### src/rtl/riscv_lsu.sv
// rtl/riscv_lsu.sv - load/store unit with request/response handshake and read-modify-write sub-word stores
module riscv_lsu #(
  parameter int MEM_LATENCY = 4,
  parameter int ADDR_W      = 32
) (
  input  logic              clk,
  input  logic              rst_b,
  input  logic              req_valid,
  output logic              req_ready,
  input  logic              req_we,
  input  logic [2:0]        req_funct3,
  input  logic [ADDR_W-1:0] req_addr,
  input  logic [31:0]       req_wdata,
  input  logic [4:0]        req_rd,
  output logic              resp_valid,
  output logic [31:0]       resp_rdata,
  output logic [4:0]        resp_rd,
  output logic              resp_err,
  output logic              busy,
  output logic [ADDR_W-1:0] mem_addr,
  output logic [7:0]        mem_data_in  [0:3],
  input  logic [7:0]        mem_data_out [0:3],
  output logic              mem_write_en
);

  typedef enum logic [1:0] {S_IDLE, S_RD, S_WR, S_RESP} state_t;

  // Phase counter counts down to zero; a phase of L cycles starts at L-1.
  localparam logic [3:0] CNT_LOAD = 4'(MEM_LATENCY - 1);

  state_t      state;
  state_t      state_next;
  logic [3:0]  cnt;
  logic        phase_done;
  logic        accept;

  // Latched request; only the low half of wdata is needed after accept (SB/SH merge).
  logic        op_we;
  logic [2:0]  op_f3;
  logic [1:0]  op_lane;
  logic [4:0]  op_rd;
  logic [15:0] op_wdata;

  logic [7:0]  wr_lanes [0:3];
  logic [7:0]  merged   [0:3];

  logic        f3_ok;
  logic        misaligned;
  logic        req_err;

  logic [7:0]  ld_byte;
  logic [15:0] ld_half;
  logic [31:0] load_val;

  assign phase_done = (cnt == 4'd0);
  assign accept     = (state == S_IDLE) && req_valid;

  // Classify the incoming request: legal funct3 for its direction and natural alignment.
  always_comb begin
    f3_ok = 1'b0;
    case (req_funct3)
      3'd0, 3'd1, 3'd2: f3_ok = 1'b1;
      3'd4, 3'd5:       f3_ok = !req_we;
      default:          f3_ok = 1'b0;
    endcase
    misaligned = 1'b0;
    if (req_funct3[1:0] == 2'd1)
      misaligned = req_addr[0];
    else if (req_funct3[1:0] == 2'd2)
      misaligned = |req_addr[1:0];
    req_err = !f3_ok || misaligned;
  end

  // State register.
  always_ff @(posedge clk or negedge rst_b) begin
    if (!rst_b)
      state <= S_IDLE;
    else
      state <= state_next;
  end

  // Next-state: errors skip memory, SW goes straight to write, SB/SH read first.
  always_comb begin
    state_next = state;
    case (state)
      S_IDLE: begin
        if (req_valid) begin
          if (req_err)
            state_next = S_RESP;
          else if (req_we && req_funct3 == 3'd2)
            state_next = S_WR;
          else
            state_next = S_RD;
        end
      end
      S_RD:    if (phase_done) state_next = op_we ? S_WR : S_RESP;
      S_WR:    if (phase_done) state_next = S_RESP;
      S_RESP:  state_next = S_IDLE;
      default: state_next = S_IDLE;
    endcase
  end

  // State-decoded outputs; write strobe and ready follow the async-reset state directly.
  always_comb begin
    req_ready    = (state == S_IDLE);
    busy         = (state != S_IDLE);
    mem_write_en = (state == S_WR);
    for (int i = 0; i < 4; i++)
      mem_data_in[i] = wr_lanes[i];
  end

  // Phase counter, reloaded whenever a new RD or WR phase begins.
  always_ff @(posedge clk or negedge rst_b) begin
    if (!rst_b)
      cnt <= 4'd0;
    else if ((state_next == S_RD || state_next == S_WR) && state_next != state)
      cnt <= CNT_LOAD;
    else if (cnt != 4'd0)
      cnt <= cnt - 4'd1;
  end

  // Capture the request and its word address on the accept edge only.
  always_ff @(posedge clk or negedge rst_b) begin
    if (!rst_b) begin
      op_we    <= 1'b0;
      op_f3    <= 3'd0;
      op_lane  <= 2'd0;
      op_rd    <= 5'd0;
      op_wdata <= 16'd0;
      mem_addr <= '0;
    end else if (accept) begin
      op_we    <= req_we;
      op_f3    <= req_funct3;
      op_lane  <= req_addr[1:0];
      op_rd    <= req_rd;
      op_wdata <= req_wdata[15:0];
      mem_addr <= {req_addr[ADDR_W-1:2], 2'b00};
    end
  end

  // Load extraction: pick the addressed byte/half from the read word and extend it.
  always_comb begin
    ld_byte = mem_data_out[op_lane];
    ld_half = {mem_data_out[{op_lane[1], 1'b1}], mem_data_out[{op_lane[1], 1'b0}]};
    case (op_f3)
      3'd0:    load_val = {{24{ld_byte[7]}}, ld_byte};
      3'd1:    load_val = {{16{ld_half[15]}}, ld_half};
      3'd4:    load_val = {24'd0, ld_byte};
      3'd5:    load_val = {16'd0, ld_half};
      default: load_val = {mem_data_out[3], mem_data_out[2], mem_data_out[1], mem_data_out[0]};
    endcase
  end

  // Store merge: replace only the addressed lanes of the word read back from memory.
  always_comb begin
    for (int i = 0; i < 4; i++) begin
      merged[i] = mem_data_out[i];
      if (op_f3[1:0] == 2'd0 && op_lane == 2'(i))
        merged[i] = op_wdata[7:0];
      if (op_f3[1:0] == 2'd1 && op_lane[1] == i[1])
        merged[i] = i[0] ? op_wdata[15:8] : op_wdata[7:0];
    end
  end

  // Write lanes: full word on SW accept, merged word at the end of the SB/SH read phase.
  always_ff @(posedge clk or negedge rst_b) begin
    if (!rst_b) begin
      for (int i = 0; i < 4; i++)
        wr_lanes[i] <= 8'd0;
    end else if (accept && req_we && req_funct3 == 3'd2 && !req_err) begin
      for (int i = 0; i < 4; i++)
        wr_lanes[i] <= req_wdata[8*i +: 8];
    end else if (state == S_RD && state_next == S_WR) begin
      for (int i = 0; i < 4; i++)
        wr_lanes[i] <= merged[i];
    end
  end

  // Registered response, asserted only for the single RESP cycle.
  always_ff @(posedge clk or negedge rst_b) begin
    if (!rst_b) begin
      resp_valid <= 1'b0;
      resp_err   <= 1'b0;
      resp_rdata <= 32'd0;
      resp_rd    <= 5'd0;
    end else begin
      resp_valid <= (state_next == S_RESP);
      resp_err   <= (state == S_IDLE) && (state_next == S_RESP);
      resp_rdata <= (state == S_RD && state_next == S_RESP) ? load_val : 32'd0;
      resp_rd    <= (state == S_RD && state_next == S_RESP) ? op_rd : 5'd0;
    end
  end

endmodule

### config.mk
export PLATFORM = sky130hd
export DESIGN_NAME = riscv_lsu
export DESIGN_NICKNAME = d
export VERILOG_FILES = /design/src/rtl/riscv_lsu.sv
export SDC_FILE = /design/constraint.sdc
export NUM_CORES = 1
export LEC_CHECK = 0
export BUFFER_PORTS_ARGS = -buffer_cell sky130_fd_sc_hd__buf_2
export CAP_MARGIN = 5
export CORE_UTILIZATION = 45
export DETAILED_ROUTE_END_ITERATION = 7
export PLACE_DENSITY_LB_ADDON = 0.15
export SYNTH_ARGS = -nofsm -noshare
export SYNTH_HDL_FRONTEND = slang
export SYNTH_SLANG_ARGS = --single-unit
### constraint.sdc
create_clock -name clk -period 5.7 [get_ports clk]
set_input_delay 0.57 -clock clk [delete_from_list [all_inputs] [get_ports clk]]
set_output_delay 0.57 -clock clk [all_outputs]
set_load 0.03 [all_outputs]
==> flow_summary.ini <==
[status]
outcome = completed

[clock_network]
clk_pin_slew_ns = 0.06
clock-sinks = 134
clk_latency_ns = 0.42
cts_tree = done
cts_resized = 0
clockRootBuffer = clkbuf_16
htree_levels = 4
clock_path_buffers = 2
numCtsBuffers = 17
ctsHoldBuffers = 0
postCtsSetupRepairBufs = 0

[global_routing]
grt_pass1_vias = 5609
grt.total_usage_pct = 26.9
grt_max_degree = 92
grt_pass1_wl_microns = 29100
antenna_found_initial = 1
grt_remaining_overflow = 0

[timing]
relSlewSlack_pct = 26.9
tightest_slew_ns = 1.09
fin_crit_ns = 3.48
fin_ws_ns = 2.22
finClkSkew_ns = 0.0119
finalSetupTns_ns = 0
rsz0062_at_grt = no
fin_crit_sh_pct = 61.1
max_freq_mhz = 287
setup_viol = 0
hold_violations = 0
slew_violations = 0

[setup_path]
crit_required_ns = 6.05
end_kind = register
reg2reg_depth = 9
worstSetupStartpointType = register
rr_endpoint = resp_rdata[18]
rrSetupSlack_ns = 2.22
rr_startpoint = cnt[0]
worstPathMaxFanout = 16
worstPathArrival_ns = 3.84
path_class = register to register

[route]
totalWireLength_microns = 18600
num_vias = 5826
ant_nets = 0
first_pass_iters = 7
viasPerCell = 5.58
wl_per_cell_microns = 17.8
drc = 0
drtIter0Drc = 497

[layout]
syn_to_final_growth_pct = 26.8
insertedDiodeCount = 0
nets = 969
design_area_sq_um = 7820
finalNonFillerCells = 1045
drive_above_1_share_pct = 29.2
nFillCells = 1207

[placement]
dpl_cell_area_sq_um = 7290
dp_hpwl_microns = 13200
pre_cts_ws_ns = 2.30
gp_congestion = 0.957
portBuffers = 211
dpl.cell_count = 1015

[floorplan]
start_util_pct = 46.4
die_area_sq_um = 14200
fp-row-count = 42
coreArea_sq_um = 13300
die_width_microns = 119
ios = 214
die_h_microns = 119

[synthesis]
synth_compound_area_share_pct = 16.6
ys_ff_latch = 134
synthXorXnorAreaFrac_pct = 0
async_flop_share_pct = 100
synth_top_family_by_area = simple AND/OR/NAND/NOR gates
synth-edff-count = 0
synthSimpleGateAreaFrac_pct = 23.0
synthAdderAreaFrac_pct = 0.609
netlist-cell-type-count = 52
yosysSeqAreaShare_pct = 54.4
netlist_area_sq_um = 6160
syn_avg_cell_area_sq_um = 9.20
syn_inst = 670
yosysWarnings = 0
synth_mux_area_share_pct = 1.60
synth-main-ff-cell = dfrtp_1

[pwr]
leakagePower_nw = 4.24
vdd_ir_drop_max_uv = 358
p_per_area_nw_per_um2 = 579

[run]
maxCapViolCount = 0

[min_path]
hold_path_class = primary input to asynchronous set/reset pin
## synth_stat cells (5+ instances only)
cell type	instances	area, sq um
nand2_1	204	766
dfrtp_1	134	3350
clkbuf_1	35	131
o21ai_0	34	170
a21oi_1	33	165
nand3_1	27	135
o22ai_1	20	125
a21o_1	19	143
nor3_1	17	85.1
nor2_1	14	52.6
a221o_1	12	120
and3_1	12	75.1
inv_1	9	33.8
and2_1	8	50.1
nand2b_1	8	50.1
a22oi_1	7	52.6
buf_2	7	35.0
o211ai_1	7	52.6
mux2_2	5	56.3
## routing by layer
metal	part of all wire [%]	up-vias	global-route usage (%)
met5	0	-	0
met4	2.9	0	11.6
met3	7.2	43	6.42
met2	47	288	42.7
met1	43	2803	35.0
li1	-	2692	-
## logic make-up (layout without fill, tap and decap cells)
group                      Yosys count  after routing
AOI/OAI and AO/OA                  153            153
adders and majority gates            3              3
buffers and inverters               56            254
DFF                                134            134
muxes                                8              8
other                                1              2
and+or+nand+nor                    315            315
## worst max-delay path, cell delays in order, from the launching register on
cell and delay, ns:
dfrtp_1 0.40, inv_1 0.08, ha_1 0.22, or3b_2 0.51, o21a_1 0.19, nor2_1 0.18, ha_1 0.25, nand3b_1 0.53
a2111oi_4 0.90, a21o_1 0.16
## through the flow
stage	utilization [%]	hold slack, ns	power [mW]
after detailed placement	54.8	0.454	3.53
after global routing	58.8	0.293	4.79
after global placement	54.8	0.449	3.48
after CTS	58.8	0.254	4.53
after floorplan	-	0.274	2.93
final	58.8	0.222	4.53
## cell usage in the layout, fill, tap and decap left out, types with 4 or more instances in the layout
| master | instances |
|---|---|
| nand3b_1 | 4 |
| buf_4 | 4 |
| a221o_1 | 12 |
| mux2_2 | 5 |
| nor3_1 | 17 |
| o22ai_1 | 20 |
| nand2b_1 | 8 |
| nor2b_1 | 4 |
| buf_2 | 210 |
| nor2_1 | 14 |
| nand3_1 | 27 |
| dfrtp_1 | 134 |
| and3_1 | 12 |
| inv_1 | 9 |
| clkinv_2 | 4 |
| clkbuf_16 | 17 |
| a21o_1 | 19 |
| clkbuf_1 | 6 |
| o21ai_0 | 34 |
| and2_1 | 8 |
| nand2_1 | 203 |
| o211ai_1 | 7 |
| a22oi_1 | 7 |
| a21oi_1 | 33 |
## layout make-up
type / instances / area (sq um) / share of cell area [%]
clock inverters: 5 / 50.0 / 0.640
flip-flops and latches: 134 / 3350 / 42.9
repair buffers: 215 / 1090 / 14.0
well taps: 176 / 220 / 2.82
inverters: 9 / 33.8 / 0.432
multi-input cells: 481 / 2590 / 33.2
clock buffers: 25 / 475 / 6.08
## state kept, by name (all words and copies together) (netlist names), 2 cells and up
signal       count
resp_rd          5
op_rd            5
op_f3            3
state            2
op_lane          2
cnt              4
resp_rdata      32
mem_data_in     32
op_wdata        16
mem_addr        30
## worst max-delay path by stage
stage	from	to	slack, ns	cells after the start
2_1_floorplan	state[0]	resp_rdata[21]	2.77	11
3_3_place_gp	cnt[0]	resp_rdata[20]	2.52	9
3_5_place_dp	cnt[0]	resp_rdata[18]	2.30	9
4_1_cts	cnt[0]	resp_rdata[18]	2.28	9
5_1_grt	cnt[0]	resp_rdata[23]	2.03	9
6_report	cnt[0]	resp_rdata[18]	2.22	9
## where the power goes
part	internal [mW]	switching [mW]
combinational	0.626	1.30
clock	0.614	0.377
sequential	1.30	0.314
Power figures use the tool's default switching activity.
